[src/rtl/fifo_uart_pkg.sv]
// rtl/fifo_uart_pkg.sv - shared state type and default constants for fifo_uart_tx (macro FIFO_UART_TX_PARITY_EN)
package fifo_uart_pkg;

  // Default divider: clock cycles per serial bit.
  localparam int DEFAULT_DVSR = 16;

  // Default number of stop bits (1 or 2).
  localparam int DEFAULT_SB = 1;

  // Transmitter states; PARITY exists only when the parity build option is on.
  typedef enum logic [2:0] {
    IDLE   = 3'd0,
    START  = 3'd1,
    DATA   = 3'd2,
`ifdef FIFO_UART_TX_PARITY_EN
    PARITY = 3'd3,
`endif
    STOP   = 3'd4
  } tx_state_e;

endpackage

[src/rtl/uart_baud_cnt.sv]
// rtl/uart_baud_cnt.sv - free-running bit-period divider with synchronous clear
module uart_baud_cnt #(
  parameter int DVSR = 16
) (
  input  logic clk,
  input  logic reset,
  input  logic clr,
  output logic tick
);

  localparam int CW = $clog2(DVSR);
  localparam logic [CW-1:0] LAST = CW'(DVSR - 1);

  logic [CW-1:0] count;

  // Count 0..DVSR-1; clr restarts the bit period when the transmitter changes state.
  always_ff @(posedge clk) begin
    if (reset || clr) begin
      count <= '0;
    end else if (count == LAST) begin
      count <= '0;
    end else begin
      count <= count + CW'(1);
    end
  end

  // One pulse on the final cycle of every bit period.
  assign tick = (count == LAST);

endmodule

[src/rtl/fifo_uart_tx.sv]
// rtl/fifo_uart_tx.sv - UART transmitter draining a show-ahead FIFO (macro FIFO_UART_TX_PARITY_EN adds even parity)
module fifo_uart_tx
  import fifo_uart_pkg::*;
#(
  parameter int B    = 8,
  parameter int DVSR = DEFAULT_DVSR,
  parameter int SB   = DEFAULT_SB
) (
  input  logic         clk,
  input  logic         reset,
  input  logic         fifo_empty,
  input  logic [B-1:0] fifo_r_data,
  output logic         fifo_rd,
  output logic         tx,
  output logic         tx_busy
);

  localparam int IW = $clog2(B);
  localparam logic [IW-1:0] LAST_BIT  = IW'(B - 1);
  localparam logic [IW-1:0] LAST_STOP = IW'(SB - 1);

  tx_state_e     state, state_next;
  logic [B-1:0]  shift_reg, shift_next;
  logic [IW-1:0] bit_idx, bit_next;
  logic          tx_reg, tx_next;
  logic          tick;
  logic          clr;
`ifdef FIFO_UART_TX_PARITY_EN
  logic          par_reg, par_next;
`endif

  uart_baud_cnt #(
    .DVSR (DVSR)
  ) u_baud (
    .clk   (clk),
    .reset (reset),
    .clr   (clr),
    .tick  (tick)
  );

  // Every state entry starts a fresh bit period.
  assign clr = (state_next != state);

  // Next-state, pop strobe and shift/bit-index updates; tx_next is the line level of the coming cycle.
  always_comb begin
    state_next = state;
    shift_next = shift_reg;
    bit_next   = bit_idx;
    fifo_rd    = 1'b0;
`ifdef FIFO_UART_TX_PARITY_EN
    par_next   = par_reg;
`endif
    unique case (state)
      IDLE: begin
        // Reset beats a pending word so nothing is lost from the FIFO.
        if (!fifo_empty && !reset) begin
          fifo_rd    = 1'b1;
          shift_next = fifo_r_data;
`ifdef FIFO_UART_TX_PARITY_EN
          par_next   = ^fifo_r_data;
`endif
          state_next = START;
        end
      end
      START: begin
        if (tick) begin
          state_next = DATA;
        end
      end
      DATA: begin
        if (tick) begin
          shift_next = shift_reg >> 1;
          if (bit_idx == LAST_BIT) begin
            bit_next = '0;
`ifdef FIFO_UART_TX_PARITY_EN
            state_next = PARITY;
`else
            state_next = STOP;
`endif
          end else begin
            bit_next = bit_idx + IW'(1);
          end
        end
      end
`ifdef FIFO_UART_TX_PARITY_EN
      PARITY: begin
        if (tick) begin
          state_next = STOP;
        end
      end
`endif
      STOP: begin
        // bit_idx doubles as the stop-bit counter, then returns to 0 for the next frame.
        if (tick) begin
          if (bit_idx == LAST_STOP) begin
            bit_next   = '0;
            state_next = IDLE;
          end else begin
            bit_next = bit_idx + IW'(1);
          end
        end
      end
      default: begin
        state_next = IDLE;
      end
    endcase
  end

  // Line level for the coming cycle, chosen from the state being entered.
  always_comb begin
    tx_next = 1'b1;
    unique case (state_next)
      IDLE:   tx_next = 1'b1;
      START:  tx_next = 1'b0;
      DATA:   tx_next = shift_next[0];
`ifdef FIFO_UART_TX_PARITY_EN
      PARITY: tx_next = par_next;
`endif
      STOP:   tx_next = 1'b1;
      default: tx_next = 1'b1;
    endcase
  end

  // State, datapath and registered serial output.
  always_ff @(posedge clk) begin
    if (reset) begin
      state     <= IDLE;
      shift_reg <= '0;
      bit_idx   <= '0;
      tx_reg    <= 1'b1;
`ifdef FIFO_UART_TX_PARITY_EN
      par_reg   <= 1'b0;
`endif
    end else begin
      state     <= state_next;
      shift_reg <= shift_next;
      bit_idx   <= bit_next;
      tx_reg    <= tx_next;
`ifdef FIFO_UART_TX_PARITY_EN
      par_reg   <= par_next;
`endif
    end
  end

  assign tx      = tx_reg;
  assign tx_busy = (state != IDLE);

endmodule

[config.mk]
export PLATFORM = sky130hd
export DESIGN_NAME = fifo_uart_tx
export DESIGN_NICKNAME = d
export VERILOG_FILES = /design/src/rtl/fifo_uart_pkg.sv /design/src/rtl/uart_baud_cnt.sv /design/src/rtl/fifo_uart_tx.sv
export SDC_FILE = /design/constraint.sdc
export NUM_CORES = 1
export LEC_CHECK = 0
export ABC_AREA = 1
export CORE_ASPECT_RATIO = 1.25
export CORE_MARGIN = 8
export CORE_UTILIZATION = 28
export CTS_CLUSTER_DIAMETER = 200
export DETAILED_ROUTE_END_ITERATION = 10
export GPL_TIMING_DRIVEN = 0
export PLACE_DENSITY_LB_ADDON = 0.25
export SYNTH_ARGS = -nofsm -noshare
export SYNTH_HDL_FRONTEND = slang
export SYNTH_HIERARCHICAL = 1
export SYNTH_SLANG_ARGS = --single-unit
export TNS_END_PERCENT = 30
[constraint.sdc]
create_clock -name clk -period 1.5 [get_ports clk]
set_clock_uncertainty 0.2 [all_clocks]
set_input_delay 0.225 -clock clk [delete_from_list [all_inputs] [get_ports clk]]
set_output_delay 0.225 -clock clk [all_outputs]
set_load 0.02 [all_outputs]
---- Word level (Yosys, flattened, before mapping) ----
Index checks and enable logic that the tools add are counted.
storage, ports and cells
  register bits ........................... 19
  input bits .............................. 11
  output and inout bits ................... 3
operators by class
  $add $sub $neg .......................... 2
  mux-type cells .......................... 18
  reduce and logical (&&, ||, !) cells .... 12
  equal/unequal tests ..................... 11
operator list
  kind                                                                    number
  3-bit 2-to-1 mux                                                        10
  8-bit 2-to-1 mux                                                        2
  8-bit one-hot mux with 2 select lines                                   1
  3-bit one-hot mux with 4 select lines                                   1
  3-bit by 1-bit equality test with 1-bit output (second input constant)  2
  3-bit by 2-bit equality test with 1-bit output (second input constant)  2
  3-bit equality test (second input constant)                             2
  3-bit logical NOT                                                       2
  2-bit inequality test (second input constant)                           3
  3-bit one-hot mux with 2 select lines                                   1
  3-bit AND reduction                                                     2
  4-bit by 1-bit adder with 4-bit output (second input constant)          1
  4-bit equality test (second input constant)                             1
  2-bit nonzero test                                                      2
  3-bit by 1-bit adder with 3-bit output (second input constant)          1
  3-bit inequality test                                                   1
  3-bit nonzero test                                                      1
  1-bit logical NOT                                                       2
  1-bit 2-to-1 mux                                                        2
  1-bit one-hot mux with 2 select lines                                   1
  2-bit OR reduction                                                      1
  1-bit logical AND                                                       1
  1-bit logical OR                                                        1

---- Depth between registers and ports, before layout ----
Gate-level depths: netlist of the first run.
  word-level depth ........................ 7
  mapped depth ............................ 10
  gate-level depth less buffers ........... 10

---- By module ----
Netlist of the first run, hierarchy kept.
by module, submodules not included
  module         instances  area each (µm²)  seq. area each (µm²)  cells each
  fifo_uart_tx   1          877.1            300.3                 126
  uart_baud_cnt  1          166.4            80.1                  19

---- Worst setup path before layout of the first run ----
Ideal clock, no wire load.
  kind .................................... register to register
  start point ............................. register u_baud.count[0]
  end point ............................... register u_baud.count[3]
  data required time ...................... 1.183 ns
  path slack .............................. -0.163 ns
  stages on the path, launching flop included .. 11
  clock period less this slack ............ 1.663 ns
  data arrival time ....................... 1.346 ns
  cell sequence ........................... dfxtp_1 ha_1 nand3_2 inv_1 inv_1 o21bai_1 o21ai_0 nand2_1 nor2_1 nand2_2 a21oi_1
on the way
  longest elaborated chain between the ends .. 6
RTL lines
  what                                        RTL line                                                    RTL
  start, declared                             uart_baud_cnt.sv:14                                         logic [CW-1:0] count;
  start signal, assigned                      uart_baud_cnt.sv:23                                         count <= count + CW'(1);
  4-bit equality test *                       uart_baud_cnt.sv:28                                         assign tick = (count == LAST);
  via tick                                    fifo_uart_tx.sv:26                                          logic tick;
  3-bit 2-to-1 mux, on equally long branches  fifo_uart_tx.sv:94, fifo_uart_tx.sv:66, fifo_uart_tx.sv:71
  3-bit one-hot mux with 4 select lines *     fifo_uart_tx.sv:53                                          unique case (state)
  3-bit inequality test *                     fifo_uart_tx.sv:42                                          assign clr = (state_next != state);
  via clr                                     fifo_uart_tx.sv:27                                          logic clr;
  1-bit logical OR *                          uart_baud_cnt.sv:18                                         if (reset || clr) begin
  2-bit OR reduction (no source line) *       -
Mark *: on every way through the listed nets, which the timed path passes. The rest lies on a longest branch.
A chain may end at the register's enable or synchronous reset.

---- Final worst setup path of the first run ----
  start point ............................. register bit_idx[0]
  end point ............................... register u_baud.count[3]
on the way
  longest elaborated chain between the ends .. 7
RTL lines
  what                                                      RTL line                                RTL
  start, declared                                           fifo_uart_tx.sv:24                      logic [IW-1:0] bit_idx, bit_next;
  start signal, assigned                                    fifo_uart_tx.sv:137                     bit_idx <= bit_next;
  3-bit equality test or 3-bit logical NOT (tied branches)  fifo_uart_tx.sv:73, fifo_uart_tx.sv:95
  3-bit 2-to-1 mux, on equally long branches                fifo_uart_tx.sv:73, fifo_uart_tx.sv:95
  3-bit 2-to-1 mux, on equally long branches                fifo_uart_tx.sv:71, fifo_uart_tx.sv:94
  3-bit one-hot mux with 4 select lines *                   fifo_uart_tx.sv:53
  3-bit inequality test *                                   fifo_uart_tx.sv:42
  via clr                                                   fifo_uart_tx.sv:27
  1-bit logical OR *                                        uart_baud_cnt.sv:18
  2-bit OR reduction (no source line) *                     -
Marks and branches as above.

==> results of run 1 <==
metrics by stage:
stage          cells  hold slack [ns]  setup slack [ns]  cell area [sq um]  util [%]
6_report         218            0.139           -0.0698               1550      42.0
5_1_grt          218            0.180            -0.161               1550      42.0
4_1_cts          214            0.288            -0.113               1440      39.0
3_5_place_dp     198            0.260            -0.755               1240      33.7
3_3_place_gp     198            0.246            -0.771               1240      33.7
2_1_floorplan    145            0.167           0.00466               1060         -
per-layer routing:
metal	wire, um	vias to the layer above
met4	54	0
met2	1480	17
met1	1150	499
met3	164	6
met5	0	-
li1	-	536
worst max-delay path by stage:
stage                     slack, ns  depth (start not counted)               to  startpoint
after global routing          -0.16                          9  u_baud/count[3]  bit_idx[0]
final                         -0.07                          9  u_baud/count[3]  bit_idx[0]
after CTS                     -0.11                          8  u_baud/count[3]    state[0]
after detailed placement      -0.76                          6          fifo_rd       reset
after global placement        -0.77                          6          fifo_rd       reset
after floorplan               0.005                          9  u_baud/count[3]  bit_idx[0]
kinds of logic (layout without fill, tap and decap cells):
kind of cell    count (synthesis)  in the layout  share of synthesized area (%)
compound gates                 24             24                           13.1
buf+inv                        22             55                           8.75
simple gates                   75             75                           36.1
flops                          19             19                           36.5
fa+ha+maj                       4              4                           4.80
xor+xnor                        1              1                          0.839
placed cells by master (no fill, tap or decap), drive strengths merged, types with 8 or more instances in the layout:
master / synthesis / routed
a21oi: 18 / 18
buf: 2 / 20
clkdlybuf4s50: 0 / 8
dfxtp: 19 / 19
inv: 19 / 19
nand2: 41 / 41
nand3: 13 / 13
nor2: 17 / 17
worst min-delay path: stages:
cell,delay (ns)
dlymetal6s2s_1,0.14
nor2_2,0.06
nand2_2,0.09
nor2_1,0.05
power by group:
group          switching, mW  internal (mW)
Combinational         0.0962         0.0945
Clock                  0.172          0.189
Sequential            0.0173          0.521
Total                  0.285          0.804
synthesized netlist by cell type, types with 2 or more instances:
master    n
nor2_2    2
dfxtp_1  19
nand4_1   3
nand2_2   5
nand2_1  34
ha_1      4
nor2_1   13
a21oi_2   3
o21ai_0   4
a21oi_1  15
inv_2     2
nand3_1  12
inv_1    16
what timing repair did:
action	in CTS	in global routing
setup buffers	12	4
endpoints found under the setup margin	19	14
hold endpoints to repair	0	0
gates resized for setup	30	22
pin swaps	9	9
cell type report:
cell class | count | area, sq um
Tap cell | 40 | 50.0
Multi-Input combinational cell | 104 | 689
Clock buffer | 4 | 45.0
Fill cell | 394 | 2140
Sequential cell | 19 | 402
Timing Repair Buffer | 29 | 256
Buffer | 2 | 16.3
Inverter | 20 | 92.6
==> flow_metrics.env, run 1 <==
export IMPL_r2r_start="bit_idx[0]"
export IMPL_met1_usage_pct=9.03
export IMPL_syn2layout_area_growth_pct=48.7
export IMPL_clk_latency_ns=0.25
export IMPL_post_route_min_period_ns=1.57
export IMPL_synthCells=145
export IMPL_port_buffers=13
export IMPL_maxCapViolations=0
export IMPL_fmaxAchievable_mhz=637
export IMPL_clockRootBuffer="clkbuf_8"
export IMPL_grt_pass1_wl_um=4560
export IMPL_vias=1058
export IMPL_crit_chain="ha_4, ha_4, nand2_4, nor2_4, o21ai_2, nand2_1, nor2_2, nand2_2, a21oi_2"
export IMPL_drv_slew=0
export IMPL_wire_per_inst_um=13.0
export IMPL_gp_congestion=0.879
export IMPL_whs_endpoint="u_baud/count[1]"
export IMPL_dieArea_sq_um=5950
export IMPL_synth_edf_count=0
export IMPL_ys_flop_type="dfxtp_1"
export IMPL_viasPerCell=4.85
export IMPL_required_ns=1.50
export IMPL_async_flop_share_pct=0
export IMPL_timing_reg2reg_setup_slack_ns=-0.07
export IMPL_overflow=0
export IMPL_avgSynthCellArea_sq_um=7.20
export IMPL_path_class="flop to flop"
export IMPL_drt_wl_total_um=2840
export IMPL_setup_viol=6
export IMPL_clk_path_buf_depth=2
export IMPL_ys_seq_area_share_pct=36.5
export IMPL_crit_buf_inv=0
export IMPL_die_w_um=70.6
export IMPL_syn_cell_area_sq_um=1040
export IMPL_hold_violations=0
export IMPL_core_area_sq_um=3690
export IMPL_ir_worst_vdd_mv=0.344
export IMPL_setup_ws_ns=-0.0698
export IMPL_final_net_count=194
export IMPL_groute_usage_overall_pct=9.23
export IMPL_grt_util_met2_pct=17.4
export IMPL_crit_family="simple AND/OR/NAND/NOR gates"
export IMPL_crit_path_end_kind="flop"
export IMPL_drc=0
export IMPL_run_status="complete, but fails checks"
export IMPL_diodes=0
export IMPL_power_density_nw_per_um2=702
export IMPL_busiest_layer="met2"
export IMPL_dr_first_iter_drc_count=24
export IMPL_worstReg2RegEnd="u_baud/count[3]"
export IMPL_setup_tns_ns=-0.318
export IMPL_crit_top_cell="ha_4"
export IMPL_cp_start_kind="flop"
export IMPL_violations="negative setup slack"
export IMPL_antenna_found_initial=0
export IMPL_synth_area_top_cells="dfxtp_1 36%, nand2_1 12%, a21oi_1 7.2%"
export IMPL_die_y_um=84.3
export IMPL_ios=14
export IMPL_cts_hold_buffers=0
export IMPL_numCtsBuffers=3
export IMPL_rsz0062_at_grt="true"
export IMPL_ys_warn_count=6
export IMPL_drive_gt1_share_pct=38.2
export IMPL_reg2regPathDepth=9
export IMPL_initial_core_util_pct=28.3
export IMPL_synth_cell_type_count=26
export IMPL_cts_tree="yes"
export IMPL_slowest_stage="dfxtp_4"
export IMPL_netlist_area_leader_share_pct=36.5
export IMPL_firstDrtPassIters=4
export IMPL_hold_start="reset"
export IMPL_relSlewSlack_pct=84.5
export IMPL_power_mw=1.09
export IMPL_ant_nets=0
export IMPL_crit_arrival_ns=1.57
export IMPL_dp_hpwl_um=1830
export IMPL_path_clk_slew_ns=0.07
export IMPL_worstPathMaxFanout=4
export IMPL_power_leakage_nw=0.668
export IMPL_synth_top_area_cell="dfxtp_1"
export IMPL_grt_max_degree=11
export IMPL_cts_max_level=1
export IMPL_hold_path_class="primary input to flop"
export IMPL_clock_sinks=19
export IMPL_row_count=25
export IMPL_tightest_slew_ns=0.232
export IMPL_largest_register_ffs=8
export IMPL_period_share_pct=105
export IMPL_grt_pass1_vias=1076
export IMPL_hold_path_depth=4
export IMPL_synth_fp_nets=160
export IMPL_ys_ff_latch=19
export IMPL_cpPeakStageDelay_ns=0.36
export IMPL_use_met3_pct=2.74
Power figures use the tool's default switching activity.
==> run 2: changes to the inputs <==
Settings changed: ABC_CLOCK_PERIOD_IN_PS from default to 1500, CTS_BUF_LIST from default to sky130_fd_sc_hd__clkbuf_16, GPL_TIMING_DRIVEN 0 to default.
==> run 2 against run 1 <==
The run still ends with negative setup slack left. Highest routed layer unchanged. Utilization up 4.2 points. First-iteration DRC count up 8.3%. Combinational power up 13%. Critical endpoint is now u_baud/count[0]. Largest power group is now clock. Die area unchanged. Cell area up 10%. Sequential share of layout area down 2.9 points. Critical path depth unchanged. Sequential power up 0.7%.
==> flow_metrics.env, run 2 (same netlist as run 1, synthesis figures left out) <==
export IMPL_finalInstanceArea_sq_um=1710
export IMPL_mostFrequentLayoutCells="28 x nand2_1, 27 x buf_4, 14 x a21oi_1, 12 x dfxtp_1"
export IMPL_drive_gt1_share_pct=46.3
export IMPL_run_status="complete, but fails checks"
export IMPL_worstPathMaxFanout=4
export IMPL_ff_latch_area_sq_um=392
export IMPL_setup_ws_ns=-0.0182
export IMPL_dp_hpwl_um=2040
export IMPL_crit_arrival_ns=1.51
export IMPL_power_density_nw_per_um2=763
export IMPL_gp_congestion=0.850
export IMPL_rsz0062_at_grt="true"
export IMPL_dr_first_iter_drc_count=26
export IMPL_crit_path_end_kind="flop"
export IMPL_die_y_um=84.3
export IMPL_cts_max_level=1
export IMPL_diodes=0
export IMPL_clockRootBuffer="clkbuf_16"
export IMPL_drc=0
export IMPL_grt_pass1_wl_um=4590
export IMPL_hold_path_depth=2
export IMPL_drt_wl_total_um=2710
export IMPL_initial_core_util_pct=28.3
export IMPL_fmaxAchievable_mhz=659
export IMPL_clk_path_buf_depth=2
export IMPL_drv_slew=0
export IMPL_crit_buf_inv=0
export IMPL_groute_usage_overall_pct=9.38
export IMPL_largest_register_ffs=8
export IMPL_violations="negative setup slack"
export IMPL_path_class="flop to flop"
export IMPL_tightest_slew_ns=0.247
export IMPL_grt_max_degree=17
export IMPL_overflow=0
export IMPL_path_clk_slew_ns=0.05
export IMPL_hold_slack_ns=0.277
export IMPL_slowest_stage="dfxtp_2"
export IMPL_power_mw=1.30
export IMPL_cp_depth=9
export IMPL_layout_cells_non_filler=230
export IMPL_power_leakage_nw=0.730
export IMPL_final_net_count=206
export IMPL_row_count=25
export IMPL_dpl_instance_area_sq_um=1420
export IMPL_multi_input_area_sq_um=723
export IMPL_clk_latency_ns=0.25
export IMPL_setup_tns_ns=-0.0429
export IMPL_ir_worst_vdd_mv=0.304
export IMPL_crit_chain="ha_4, ha_4, nand2_2, nor2_2, o21ai_1, nand2_1, nor2_2, nand2_2, nor2_1"
export IMPL_viasPerCell=4.63
export IMPL_cp_start_kind="flop"
export IMPL_required_ns=1.49
export IMPL_hold_violations=0
export IMPL_wire_per_inst_um=11.8
export IMPL_pre_cts_ws_ns=-0.569
export IMPL_relSlewSlack_pct=83.5
export IMPL_post_route_min_period_ns=1.52
export IMPL_reg2regPathDepth=9
export IMPL_ant_nets=0
export IMPL_vias=1066
export IMPL_core_area_sq_um=3690
export IMPL_dieArea_sq_um=5950
export IMPL_port_buffers=13
export IMPL_hold_path_class="flop to flop"
export IMPL_numCtsBuffers=3
export IMPL_dp_cells=221
export IMPL_syn2layout_area_growth_pct=63.5
export IMPL_clock_sinks=19
export IMPL_period_share_pct=101
export IMPL_final_common_cell="nand2_1"
export IMPL_firstDrtPassIters=3
export IMPL_fill_cells=360
export IMPL_grt_pass1_vias=1145
export IMPL_setup_viol=3
export IMPL_fin_util_pct=46.2
export IMPL_cpPeakStageDelay_ns=0.34
export IMPL_die_w_um=70.6
export IMPL_cts_tree="yes"
export IMPL_maxCapViolations=0
export IMPL_ios=14
export IMPL_antenna_found_initial=0
export IMPL_crit_family="simple AND/OR/NAND/NOR gates"
export IMPL_cts_hold_buffers=0
## run 2: changes by cell type in the layout (fill, tap and decap cells not counted), moves of 3 or more
cell,previous run,this run
buf_4,16,27
dfxtp_2,2,6
dfxtp_4,5,1
inv_1,14,10
clkbuf_16,0,3
clkbuf_8,3,0
inv_2,1,4
nand3_1,11,8
nand3_2,1,4
## run 2: final cells by class
type / count / share of cell area, %
Clock buffer: 3 / 4.40
Timing Repair Buffer: 43 / 21.4
Inverter: 20 / 5.72
Sequential cell: 19 / 22.9
Multi-Input combinational cell: 104 / 42.4
Tap cell: 40 / 2.93
Clock inverter: 1 / 0.220
## run 2: worst paths after layout
| kind | startpoint | endpoint | slack, ns |
|---|---|---|---|
| worst max-delay path | bit_idx[0] | u_baud/count[0] | -0.02 |
| worst min-delay path | shift_reg[3] | shift_reg[3] | 0.28 |
| worst max register to register | bit_idx[0] | u_baud/count[0] | -0.02 |
| worst min register to register | shift_reg[3] | shift_reg[3] | 0.28 |
## run 2: worst reg2reg max path, stage by stage (launching register included)
cell,delay (ns)
dfxtp_2,0.34
ha_4,0.17
ha_4,0.16
nand2_2,0.07
nor2_2,0.04
o21ai_1,0.12
nand2_1,0.07
nor2_2,0.09
nand2_2,0.09
nor2_1,0.11
## run 2: metal layers
layer	global-route usage [%]	vias up	wire, um
li1	-	555	-
met3	3.22	5	143
met4	4.55	0	41
met5	0	-	0
met2	17.5	16	1470
met1	8.78	490	1050
## run 2: repair_timing
item / CTS / global route
resized for setup: 28 / 33
endpoints found under the setup margin: 12 / 20
buffers inserted: 3 / 2
pin swaps: 7 / 22
## run 2: report_power, final
group          switching, mW  internal [mW]  total (mW)
combinational          0.103          0.112       0.215
sequential            0.0157          0.526       0.542
clock                  0.190          0.355       0.545
total                  0.309          0.993        1.30
==> run 3: changes to the inputs <==
Settings changed: ABC_CLOCK_PERIOD_IN_PS 1500 to 1930, CORE_MARGIN 8 to 4.
Clock period 1.5 ns to 1.93 ns, I/O delays scaled along.
==> run 3 against run 2 <==
The flow now finishes without violations. Global-route usage up 1.5 points. Routed wire length down 17%. Combinational power down 42%. Register-to-register slack better by 0.18 ns. Utilization down 8.0 points. Sequential share of layout area up 5.2 points. Sequential power down 22%. Setup slack better by 0.15 ns. Die area down 20%. First-iteration DRC count up 130%. Highest routed layer unchanged. Hold slack worse by 0.041 ns.
==> flow_metrics.env, run 3 (same netlist as run 1, synthesis figures left out) <==
export IMPL_path_clk_slew_ns=0.05
export IMPL_r2r_start="u_baud/count[1]"
export IMPL_relSlewSlack_pct=82.4
export IMPL_clockRootBuffer="clkbuf_16"
export IMPL_fill_cells=366
export IMPL_hold_slack_ns=0.237
export IMPL_maxCapViolations=0
export IMPL_gp_congestion=0.816
export IMPL_reg2regPathDepth=10
export IMPL_post_route_min_period_ns=1.80
export IMPL_die_y_um=76.3
export IMPL_cpPeakStageDelay_ns=0.32
export IMPL_hold_start="u_baud/count[0]"
export IMPL_diodes=0
export IMPL_crit_chain="nor2_2, nand2_4, inv_4, nand2_8, clkinv_4, dlygate4sd2_1"
export IMPL_whs_endpoint="u_baud/count[0]"
export IMPL_crit_path_end_kind="primary output"
export IMPL_run_status="complete, no violations"
export IMPL_timing_reg2reg_setup_slack_ns=0.16
export IMPL_viasPerCell=4.72
export IMPL_core_area_sq_um=3540
export IMPL_hold_path_depth=1
export IMPL_dr_first_iter_drc_count=61
export IMPL_row_count=24
export IMPL_clk_latency_ns=0.25
export IMPL_setup_ws_ns=0.131
export IMPL_worstReg2RegEnd="u_baud/count[2]"
export IMPL_port_buffers=13
export IMPL_initial_core_util_pct=29.4
export IMPL_hold_path_class="flop to flop"
export IMPL_path_class="flop to primary output"
export IMPL_fmaxAchievable_mhz=556
export IMPL_worstPathMaxFanout=2
export IMPL_grt_pass1_vias=1008
export IMPL_dieArea_sq_um=4770
export IMPL_largest_register_ffs=8
export IMPL_power_density_nw_per_um2=701
export IMPL_ios=14
export IMPL_firstDrtPassIters=4
export IMPL_cts_hold_buffers=0
export IMPL_final_net_count=183
export IMPL_groute_usage_overall_pct=10.9
export IMPL_overflow=0
export IMPL_pre_cts_ws_ns=-0.262
export IMPL_antenna_found_initial=0
export IMPL_tightest_slew_ns=0.262
export IMPL_ir_worst_vdd_mv=0.209
export IMPL_drc=0
export IMPL_die_w_um=62.6
export IMPL_dp_hpwl_um=1780
export IMPL_power_mw=0.950
export IMPL_period_share_pct=93.2
export IMPL_mostFrequentLayoutCells="33 x nand2_1, 18 x dfxtp_1, 16 x inv_1, 15 x a21oi_1, 13 x nor2_1"
export IMPL_ant_nets=0
export IMPL_clock_sinks=19
export IMPL_drive_gt1_share_pct=19.8
export IMPL_grt_pass1_wl_um=4240
export IMPL_vias=972
export IMPL_hold_violations=0
export IMPL_final_common_cell="nand2_1"
export IMPL_syn2layout_area_growth_pct=30.0
export IMPL_slowest_stage="dlygate4sd2_1"
export IMPL_cts_max_level=1
export IMPL_drv_slew=0
export IMPL_drt_wl_total_um=2250
export IMPL_setup_viol=0
export IMPL_crit_arrival_ns=1.31
export IMPL_cts_tree="yes"
export IMPL_numCtsBuffers=3
export IMPL_cp_start_kind="flop"
export IMPL_grt_max_degree=17
export IMPL_clk_path_buf_depth=2
export IMPL_required_ns=1.44
export IMPL_power_leakage_nw=0.598
export IMPL_wire_per_inst_um=10.9
## run 3: cell count changes in the layout (fill, tap and decap cells not counted), moves of 5 or more
cell,previous run,this run
buf_4,27,7
dfxtp_1,12,18
inv_1,10,16
buf_6,5,0
dfxtp_2,6,1
nand2_1,28,33
## run 3: repair_timing
action / in CTS / in global routing
buffers inserted: 0 / 0
pin swaps: 0 / 1
setup endpoints to repair: 2 / 12
gates resized for setup: 2 / 7
endpoints found under the hold margin: 0 / 0
## run 3: how the worst max path moves through the flow
stage / startpoint / endpoint / slack [ns] / depth (start not counted)
floorplan: u_baud/count[0] / u_baud/count[3] / 0.27 / 10
global placement: reset / fifo_rd / -0.26 / 5
detailed placement: reset / fifo_rd / -0.26 / 5
CTS: reset / fifo_rd / 0.007 / 5
global route: state[0] / u_baud/count[3] / -0.02 / 9
finish: state[0] / fifo_rd / 0.13 / 6
## run 3: report_power, final
group | total, mW | internal [mW] | switching, mW
Clock | 0.405 | 0.275 | 0.130
Sequential | 0.421 | 0.410 | 0.0112
Combinational | 0.124 | 0.0586 | 0.0650
Total | 0.950 | 0.744 | 0.207
## run 3: worst max-delay path, delay by kind of cell (launching register included)
kind / cells / cell delay [ns]
AND/OR/NAND/NOR: 3 / 0.31
flip-flops: 1 / 0.31
buffers and inverters: 3 / 0.44
## run 3: routing by layer
layer / GRT usage [%] / vias up / wire, um
met5: 0 / - / 0
met4: 4.64 / 0 / 40
met2: 19.4 / 20 / 1090
li1: - / 508 / -
met3: 3.10 / 4 / 95
met1: 12.0 / 440 / 1020
## run 3: final cells by class
class / count / area (sq um) / area share, %
well taps: 39 / 48.8 / 3.60
repair buffers: 20 / 185 / 13.7
inverters: 20 / 85.1 / 6.27
multi-input cells: 104 / 577 / 42.5
clock inverters: 1 / 3.75 / 0.277
clock buffers: 3 / 75.1 / 5.54
flip-flops and latches: 19 / 382 / 28.1
## run 3: per-stage QoR
stage	TNS, ns	utilization [%]	cells	area [sq um]
6_report	0	38.3	206	1360
5_1_grt	-0.0177	38.3	206	1360
4_1_cts	0	37.9	206	1340
3_5_place_dp	-0.775	35.7	202	1270
3_3_place_gp	-0.677	35.7	202	1270
2_1_floorplan	0	-	145	1040
